<file path="src/rtl/fifo_reader_pkg.sv">
// fifo_reader shared constants and FSM encoding.
// Optional stats counter: FIFO_READER_STATS_EN.
package fifo_reader_pkg;

  localparam int DATA_W     = 10;
  localparam int SKID_DEPTH = 2;

  typedef enum logic [1:0] {
    IDLE   = 2'd0,
    WAIT   = 2'd1,
    STREAM = 2'd2,
    DRAIN  = 2'd3
  } state_t;

endpackage

</file>
<file path="src/rtl/fifo_reader_skid.sv">
// Two-entry in-order skid buffer with a registered head.
// Absorbs the FIFO read latency under downstream backpressure.
module fifo_reader_skid
  import fifo_reader_pkg::*;
#(
  parameter int DW = fifo_reader_pkg::DATA_W
) (
  input  logic          clk,
  input  logic          rst,
  input  logic          push,
  input  logic [DW-1:0] din,
  input  logic          ready,
  output logic          pop,
  output logic          valid,
  output logic [DW-1:0] dout,
  output logic [1:0]    occ
);

  logic [DW-1:0] tail;

  assign valid = (occ != 2'd0);
  assign pop   = valid & ready;

  always_ff @(posedge clk or negedge rst) begin
    if (!rst) begin
      occ  <= 2'd0;
      dout <= '0;
      tail <= '0;
    end else begin
      unique case (1'b1)
        push & ~pop: begin
          if (occ == 2'd0) dout <= din;
          else             tail <= din;
          occ <= occ + 2'd1;
        end
        pop & ~push: begin
          dout <= tail;
          occ  <= occ - 2'd1;
        end
        push & pop: begin
          // Occupancy holds; the new word lands behind the survivor.
          if (occ == 2'd1) begin
            dout <= din;
          end else begin
            dout <= tail;
            tail <= din;
          end
        end
        default: ;
      endcase
    end
  end

endmodule

</file>
<file path="src/rtl/fifo_reader.sv">
// FIFO read-side controller: issue FSM plus skid buffer.
// Optional stats counter: FIFO_READER_STATS_EN.
module fifo_reader
  import fifo_reader_pkg::*;
#(
  parameter int DATA_W     = fifo_reader_pkg::DATA_W,
  parameter int SKID_DEPTH = fifo_reader_pkg::SKID_DEPTH,
  parameter int CNT_W      = 16
) (
  input  logic              clk,
  input  logic              rst,
  input  logic              enable,
  input  logic              burst_mode,
  input  logic              fifo_empty,
  input  logic              fifo_alm_empty,
  input  logic [DATA_W-1:0] fifo_data,
  output logic              rd_enb,
  output logic              dn_valid,
  output logic [DATA_W-1:0] dn_data,
  input  logic              dn_ready,
  output logic              busy,
  output logic [CNT_W-1:0]  rd_count
);

  state_t     state;
  logic       inflight;
  logic       pop;
  logic [1:0] occ;
  logic [2:0] level;

  fifo_reader_skid #(
    .DW (DATA_W)
  ) u_skid (
    .clk   (clk),
    .rst   (rst),
    .push  (inflight),
    .din   (fifo_data),
    .ready (dn_ready),
    .pop   (pop),
    .valid (dn_valid),
    .dout  (dn_data),
    .occ   (occ)
  );

  // Projected fill after this cycle's pop and pending capture.
  assign level = {1'b0, occ}
               + {2'b00, inflight}
               - {2'b00, pop};

  assign rd_enb = (state == STREAM)
                & enable
                & ~fifo_empty
                & (level < 3'(SKID_DEPTH));

  assign busy = (state != IDLE)
              | dn_valid
              | inflight;

  always_ff @(posedge clk or negedge rst) begin
    if (!rst) begin
      state    <= IDLE;
      inflight <= 1'b0;
    end else begin
      inflight <= rd_enb;
      case (state)
        IDLE: begin
          if (enable) state <= WAIT;
        end
        WAIT: begin
          if (!enable)
            state <= IDLE;
          else if (!fifo_empty &&
                   (!burst_mode || !fifo_alm_empty))
            state <= STREAM;
        end
        STREAM: begin
          if (!enable || (fifo_empty && !rd_enb))
            state <= DRAIN;
        end
        DRAIN: begin
          if (occ == 2'd0 && !inflight)
            state <= enable ? WAIT : IDLE;
        end
        default: state <= IDLE;
      endcase
    end
  end

`ifdef FIFO_READER_STATS_EN
  logic [CNT_W-1:0] cnt;

  always_ff @(posedge clk or negedge rst) begin
    if (!rst)
      cnt <= '0;
    else if (pop && cnt != '1)
      cnt <= cnt + 1'b1;
  end

  assign rd_count = cnt;
`else
  assign rd_count = '0;
`endif

endmodule
</file>
<file path="config.mk">
export PLATFORM = sky130hd
export DESIGN_NAME = fifo_reader
export DESIGN_NICKNAME = d
export VERILOG_FILES = /design/src/rtl/fifo_reader_pkg.sv /design/src/rtl/fifo_reader_skid.sv /design/src/rtl/fifo_reader.sv
export SDC_FILE = /design/constraint.sdc
export NUM_CORES = 1
export LEC_CHECK = 0
export ABC_AREA = 1
export BUFFER_PORTS_ARGS = -buffer_cell sky130_fd_sc_hd__clkbuf_2
export CORE_MARGIN = 2
export CORE_UTILIZATION = 54
export DETAILED_ROUTE_END_ITERATION = 7
export PLACE_DENSITY = 0.94
export SLEW_MARGIN = 5
export SYNTH_ARGS = -nofsm -noshare
export SYNTH_HDL_FRONTEND = slang
export SYNTH_SLANG_ARGS = --single-unit
</file>
<file path="constraint.sdc">
create_clock -name clk -period 6.3 [get_ports clk]
set_clock_uncertainty 0.1 [all_clocks]
set_input_delay 1.89 -clock clk [delete_from_list [all_inputs] [get_ports clk]]
set_output_delay 1.89 -clock clk [all_outputs]
set_load 0.05 [all_outputs]
</file>
Yosys cells after proc, flatten, opt, wreduce, memory -nomap -nowiden --
Index checks and enable logic that the tools add are counted.
Cells by class: $add $sub $neg 4, magnitude comparators 1, equal/unequal tests 11, mux-type cells 14, bitwise logic cells 12, reduce and logical (&&, ||, !) cells 21
Operator list (number):
- 2-to-1 mux 10 bit | 4
- one-hot mux 10 bit (3 select lines) | 1
- one-hot mux 10 bit (2 select lines) | 1
- 2-to-1 mux 2 bit | 5
- != test 2 bit (second input constant) | 5
- one-hot mux 2 bit (4 select lines) | 1
- nonzero test 2 bit | 4
- AND 1 bit | 7
- zero test 1 bit | 6
- equality test 2 x 1 -> 1 bit (second input constant) | 2
- equality test 2 bit (second input constant) | 2
- zero test 2 bit | 2
- one-hot mux 2 bit (2 select lines) | 1
- AND reduction 4 bit | 1
- adder 2 x 1 -> 3 bit | 1
- logical AND 1 bit | 3
- less-than comparator 3 x 2 -> 1 bit (second input constant) | 1
- != test 3 bit (second input constant) | 1
- NOT 1 bit | 3
- AND reduction 3 bit | 1
- nonzero test 3 bit | 1
- subtractor 3 x 1 -> 3 bit | 1
- adder 2 x 1 -> 2 bit (second input constant) | 1
- logical OR 1 bit | 2
- other kinds (5) | 6
Word-level totals: flip-flop bits (word level) 25, input bits 17, output and inout bits 29, word-level logic and storage cells 68

Longest topological paths before layout --
Gate-level depths: netlist of run 1.
depth in word-level cells 10, depth in mapped cells 9, gate-level depth less buffers 9

Cells and area by module --
A second synthesis of run 1 with hierarchy kept.
Unflattened totals: cell total of the unflattened synthesis 190, area total of the unflattened synthesis 1617.8 um^2
Modules (own cells, without submodules):
- fifo_reader_skid | times used 1, cells an instance 131, area each 1221.2 um^2, seq. area each 550.5 um^2
- fifo_reader | times used 1, cells an instance 59, area each 396.6 um^2, seq. area each 75.1 um^2

Least setup slack after synthesis of run 1 --
Ideal clock, no wire load.
kind input-to-output, start input port dn_ready, end output port rd_enb, arrival 3910 ps, data required time 4310 ps, path slack 400 ps, stages 5, buffers on the path 0, cell sequence nand2_1 -> nor2_1 -> fa_1 -> o21ai_0 -> nor3b_1
On the way: longest elaborated chain between the ends 4
Ends and longest elaborated chain:
- start: declaration | line fifo_reader.sv:20 | input logic dn_ready,
- AND 1 bit | line fifo_reader_skid.sv:22 | assign pop = valid & ready;
- subtractor 3 x 1 -> 3 bit | line fifo_reader.sv:48 | - {2'b00, pop};
- less-than comparator 3 x 2 -> 1 bit | line fifo_reader.sv:53 | & (level < 3'(SKID_DEPTH));
- AND 1 bit | line fifo_reader.sv:53
- end: declaration | line fifo_reader.sv:17 | output logic rd_enb,
Every way passes these cells.

Worst setup path in the final report of run 1 --
Ends and elaborated chain as after synthesis.

==> qor.yml, run 1 <==
outcome:
  status: "finished, final reports clean"
floorplanning:
  io_pins: 46
  start_util_pct: 58.0
  die_width_um: 56.1
  coreArea_sq_um: 2520
  die_h_um: 56.1
  die_area_sq_um: 3140
  rows: 18
pwr:
  swShare_pct: 52.5
  p_sw_uw: 415
  vdd_drop_max_mv: 0.297
  power.internal_uw: 376
  powerDensity_nw_per_um2: 499
  pwr-share-comb_pct: 54.9
  power.leakage_nw: 0.905
  clkPwrFrac_pct: 9.0
  pwr-share-seq_pct: 36.1
sta:
  finalCritPeriodShare_pct: 87.0
  hold_ws_ns: 0.400
  period_needed_ns: 5.48
  maxSlewHeadroom_pct: 50.5
  max_freq_ghz: 0.183
  setup_viol: 0
  worstMarginPinSlew_ns: 0.742
  hold_violations: 0
  slew_viol_final: 0
  fin_setup_tns_ns: 0
  rsz0062_at_grt: "no"
synth:
  seq_area_frac_synth_pct: 42.7
  synth_top_area_share_pct: 42.7
  yosysUniqueCellTypes: 18
  synth.area.top_cells: "dfrtp_1 (43%), nand2_1 (14%), inv_1 (10%)"
  syn_area_per_cell_sq_um: 7.36
  syn_area_sq_um: 1460
  syn-instance-count: 199
  yosysWarnings: 0
  ys_ff_latch: 25
  synth_top_cell_by_area: "dfrtp_1"
clock_network:
  worstSkewPairLatency_ns: 0.32
  cts_root_buf: "clkbuf_4"
  ctsHoldBuffers: 0
  htreeDepth: 1
  clock_path_buffers: 2
  post_cts_buffers: 0
  cts_resized: 0
  clk_pin_slew_worst_paths_ns: 0.13
  numCtsBuffers: 3
  cts_tree: "done"
  cts.sinks: 25
global_routing:
  antenna_found_initial: 0
  grtUsageTotal_pct: 18.5
  grt_pass1_vias: 1168
  grt_max_degree: 26
  globalRouteOverflowTotal: 0
  grt_pass1_wl_um: 4690
cells_and_area:
  syn_to_final_growth_pct: 8.38
  nets: 249
  drive_above_1_share_pct: 15.9
  final_common_cell: "nand2_1"
  antenna_cells: 0
  finish.instance_area_sq_um: 1590
  final_cell_mix: "nand2_1 (53), inv_1 (39), clkbuf_2 (29), dfrtp_1 (25)"
critical_path:
  path_common_cell: "clkbuf_2"
  worstSetupPathType: "in2out"
  end_kind: "output pin"
  max_stage_delay_ns: 0.51
  crit_chain: "clkbuf_2, nand2_1, nor2_1, fa_1, o21ai_0, nor3b_1, clkbuf_2"
  crit_fanout: 6
  cp_slowest_cell: "fa_1"
  cp-start-kind: "input pin"
  required_ns: 4.31
  crit_arrival_ns: 3.49
drt:
  wire_per_inst_um: 10.7
  vias: 1241
  drt_iter0_drc: 51
  drc: 0
  vias_per_cell: 4.83
  antenna_left: 0
  wl_um: 2750
  first_pass_iters: 4
placed_design:
  dp_hpwl_um: 2120
  place_area_sq_um: 1560
  numPortBuffers: 29
  gp_congestion: 0.875
worst_hold_path:
  hold_path_class: "reg2reg"
flow_run:
  drv_cap: 0
-- sequential cells by signal (all words and copies together) (netlist names), named ones only --
register	count
inflight	1
u_skid.occ	2
u_skid.tail	10
u_skid.dout	10
state	1
-- worst max-delay path, delay by kind of cell --
family,cells,cell delay (ns)
simple gates,3,0.57
fa+ha+maj,1,0.51
buf+inv,2,0.44
compound gates,1,0.08
-- power by group through the flow --
stage	clock network (mW)	logic, mW	registers, mW
after floorplan	0	0.248	0.387
after global placement	0	0.417	0.285
after detailed placement	0	0.434	0.288
after CTS	0.0697	0.436	0.285
after global routing	0.0791	0.479	0.295
final	0.0712	0.435	0.285
-- kinds of logic (layout without fill, tap and decap cells) --
group | after synthesis | count (layout) | share of synthesized area, %
and+or+nand+nor | 81 | 81 | 23.1
buffers and inverters | 61 | 74 | 20.3
AOI/OAI and AO/OA | 26 | 26 | 9.15
DFF | 25 | 25 | 42.7
adders and majority gates | 4 | 4 | 3.93
other | 1 | 16 | 0.256
xor gates and xnor gates | 1 | 1 | 0.598
-- synthesized netlist by cell type, drive strengths merged --
cell	count
clkbuf	2
conb	1
buf	18
nand3	16
inv	41
fa	1
nor2	10
xor2	1
o21ai	26
ha	3
dfrtp	25
nor3b	1
nand2	53
nand4	1
-- final timing paths --
path	startpoint	endpoint	slack, ns	depth (start not counted)
setup reg to reg	u_skid.occ[0]$_DFFE_PN0P_	inflight$_DFF_PN0_	4.05	9
hold reg to reg	u_skid.tail[6]$_DFFE_PN0P_	u_skid.tail[6]$_DFFE_PN0P_	0.40	2
setup / recovery	dn_ready	rd_enb	0.82	7
hold / removal	u_skid.tail[6]$_DFFE_PN0P_	u_skid.tail[6]$_DFFE_PN0P_	0.40	2
max in group asynchronous	rst	u_skid.dout[2]$_DFFE_PN0P_	4.26	1
min in group asynchronous	rst	u_skid.tail[5]$_DFFE_PN0P_	1.45	1
-- per-layer routing --
metal  vias to the layer above  wire length [um]  track usage, %
met5                         -                 0               0
met4                         0                61            10.9
met3                         7               173            1.40
met2                        70              1340            31.4
met1                       536              1170            22.9
li1                        628                 -               -
-- metrics by stage --
stage,instances,power (mW),util (%),setup slack [ns]
CTS,257,0.791,62.9,0.812
floorplan,214,0.636,-,0.400
detailed placement,253,0.723,61.9,0.811
global placement,253,0.702,61.9,0.895
global route,257,0.853,62.9,0.690
finish,257,0.791,62.9,0.821
-- cell type report --
cell class	count	area [sq um]
Multi-Input combinational cell	128	598
Sequential cell	25	626
Clock buffer	4	26.3
Timing Repair Buffer	29	145
Fill cell	234	936
Inverter	41	154
Tap cell	30	37.5
Note: power is estimated with default switching activity, not from simulation.
==> inputs of run 2 (changes only) <==
--- a/config.mk
+++ b/config.mk
@@ -10,6 +10,7 @@
 export CORE_MARGIN = 2
 export CORE_UTILIZATION = 54
 export DETAILED_ROUTE_END_ITERATION = 7
+export MAX_ROUTING_LAYER = met4
 export PLACE_DENSITY = 0.94
 export SLEW_MARGIN = 5
 export SYNTH_ARGS = -nofsm -noshare
==> run 2 against run 1 <==
  * Sequential power is essentially flat
  * Flip-flop and latch count did not move
  * Register-to-register slack barely moved
==> qor.yml, run 2 (synthesized netlist as in run 1, its figures left out) <==
pwr:
  pwr-share-seq_pct: 36.1  # about the same
  powerDensity_nw_per_um2: 498  # -0.17%
  pwr-share-comb_pct: 55.0  # about the same
  swShare_pct: 52.4  # -0.088 points
  power.leakage_nw: 0.905  # unchanged
  p_sw_uw: 414  # -0.33%
  vdd_drop_max_mv: 0.296  # about the same
  clkPwrFrac_pct: 8.9  # about the same
  power.internal_uw: 376  # about the same
  power_uw: 790  # -0.17%
sta:
  finalCritPeriodShare_pct: 87.0  # about the same
  fin_setup_tns_ns: 0  # unchanged
  setup_viol: 0  # unchanged
  maxSlewHeadroom_pct: 51.3  # +0.72 points
  hold_violations: 0  # unchanged
  setup_slack_ns: 0.818  # -0.00366 ns
  rsz0062_at_grt: "no"
  slew_viol_final: 0  # unchanged
  period_needed_ns: 5.48  # +0.00366 ns
  max_freq_ghz: 0.182  # about the same
  worstMarginPinSlew_ns: 0.731  # -0.0109 ns
floorplanning:
  die_area_sq_um: 3140  # unchanged
  io_pins: 46  # unchanged
  start_util_pct: 58.0  # unchanged
  die_width_um: 56.1  # unchanged
  rows: 18  # unchanged
  die_h_um: 56.1  # unchanged
  coreArea_sq_um: 2520  # unchanged
cells_and_area:
  final_cell_mix: "nand2_1 (53), inv_1 (39), clkbuf_2 (29), dfrtp_1 (25)"
  finish.utilization_pct: 62.9  # unchanged
  nets: 249  # unchanged
  final_common_cell: "nand2_1"
  syn_to_final_growth_pct: 8.38  # unchanged
  antenna_cells: 0  # unchanged
  top_regs: "u_skid.dout: 10 flops, u_skid.tail: 10 flops, u_skid.occ: 2 flops"
  finish.instance_area_sq_um: 1590  # unchanged
  drive_above_1_share_pct: 15.9  # unchanged
clock_network:
  numCtsBuffers: 3  # unchanged
  ctsHoldBuffers: 0  # unchanged
  htreeDepth: 1  # unchanged
  cts_root_buf: "clkbuf_4"
  post_cts_buffers: 0  # unchanged
  clk_pin_slew_worst_paths_ns: 0.13  # about the same
  cts_tree: "done"
  worstSkewPairLatency_ns: 0.32  # about the same
  clock_path_buffers: 2  # unchanged
  cts_resized: 0  # unchanged
  cts.sinks: 25  # unchanged
drt:
  vias_per_cell: 4.85  # +0.48%
  wire_per_inst_um: 10.6  # -0.66%
  wirelength_met1_um: 1170  # about the same
  drc: 0  # unchanged
  first_pass_iters: 4  # unchanged
  top_layer: "met4"
  drt_iter0_drc: 49  # -3.9%
  wl_met2_um: 1360  # +1.0%
  antenna_left: 0  # unchanged
  vias: 1247  # +0.48%
  wl_um: 2730  # -0.66%
  met3_length_um: 148  # -14%
placed_design:
  numPortBuffers: 29  # unchanged
  gp_congestion: 0.890  # +1.6%
  dp_hpwl_um: 2120  # unchanged
  place_ws_ns: 0.811  # unchanged
  place_area_sq_um: 1560  # unchanged
global_routing:
  antenna_found_initial: 0  # unchanged
  grt_pass1_vias: 1166  # -0.17%
  globalRouteOverflowTotal: 0  # unchanged
  grt_pass1_wl_um: 4710  # +0.58%
  grtUsageTotal_pct: 19.1  # +0.62 points
  grt_max_degree: 26  # unchanged
critical_path:
  crit_arrival_ns: 3.49  # about the same
  cp-start-kind: "input pin"
  required_ns: 4.31  # about the same
  end_kind: "output pin"
  worstSetupPathType: "in2out"
  crit_fanout: 6  # unchanged
outcome:
  status: "finished, final reports clean"
flow_run:
  drv_cap: 0  # unchanged
worst_hold_path:
  hold_path_class: "reg2reg"
-- run 2: layer usage --
layer  GRT usage (%)  up-vias
li1                -      627
met1            23.0      552
met2            31.8       61
met3            1.63        7
met4            10.2        0
met5               -        -
-- run 2: final cells by class --
type | instances | area, sq um
clock buffers | 4 | 26.3
fillers | 234 | 936
inverters | 41 | 154
multi-input cells | 128 | 598
flip-flops and latches | 25 | 626
well taps | 30 | 37.5
repair buffers | 29 | 145
-- run 2: critical path, stage by stage --
cell and delay, ns:
clkbuf_2 0.12, nand2_1 0.22, nor2_1 0.10, fa_1 0.51, o21ai_0 0.08, nor3b_1 0.26, clkbuf_2 0.32
-- run 2: worst paths after layout --
path | slack (ns) | cells after the start | start | endpoint
max | 0.82 | 7 | dn_ready | rd_enb
min in group asynchronous | 1.46 | 1 | rst | u_skid.tail[5]$_DFFE_PN0P_
max reg2reg | 4.05 | 8 | u_skid.occ[0]$_DFFE_PN0P_ | inflight$_DFF_PN0_
min | 0.40 | 2 | u_skid.tail[6]$_DFFE_PN0P_ | u_skid.tail[6]$_DFFE_PN0P_
min reg2reg | 0.40 | 2 | u_skid.tail[6]$_DFFE_PN0P_ | u_skid.tail[6]$_DFFE_PN0P_
max in group asynchronous | 4.25 | 1 | rst | u_skid.dout[2]$_DFFE_PN0P_
-- run 2: power groups by stage --
stage | logic (mW) | clock network, mW | registers (mW)
floorplan | 0.248 | 0 | 0.387
global placement | 0.417 | 0 | 0.285
detailed placement | 0.434 | 0 | 0.288
CTS | 0.436 | 0.0697 | 0.285
global route | 0.480 | 0.0791 | 0.295
finish | 0.435 | 0.0703 | 0.285
-- run 2: metrics by stage --
stage	hold slack, ns	std cells
global placement	0.366	253
finish	0.400	257
global route	0.428	257
CTS	0.404	257
detailed placement	0.373	253
floorplan	0.353	214
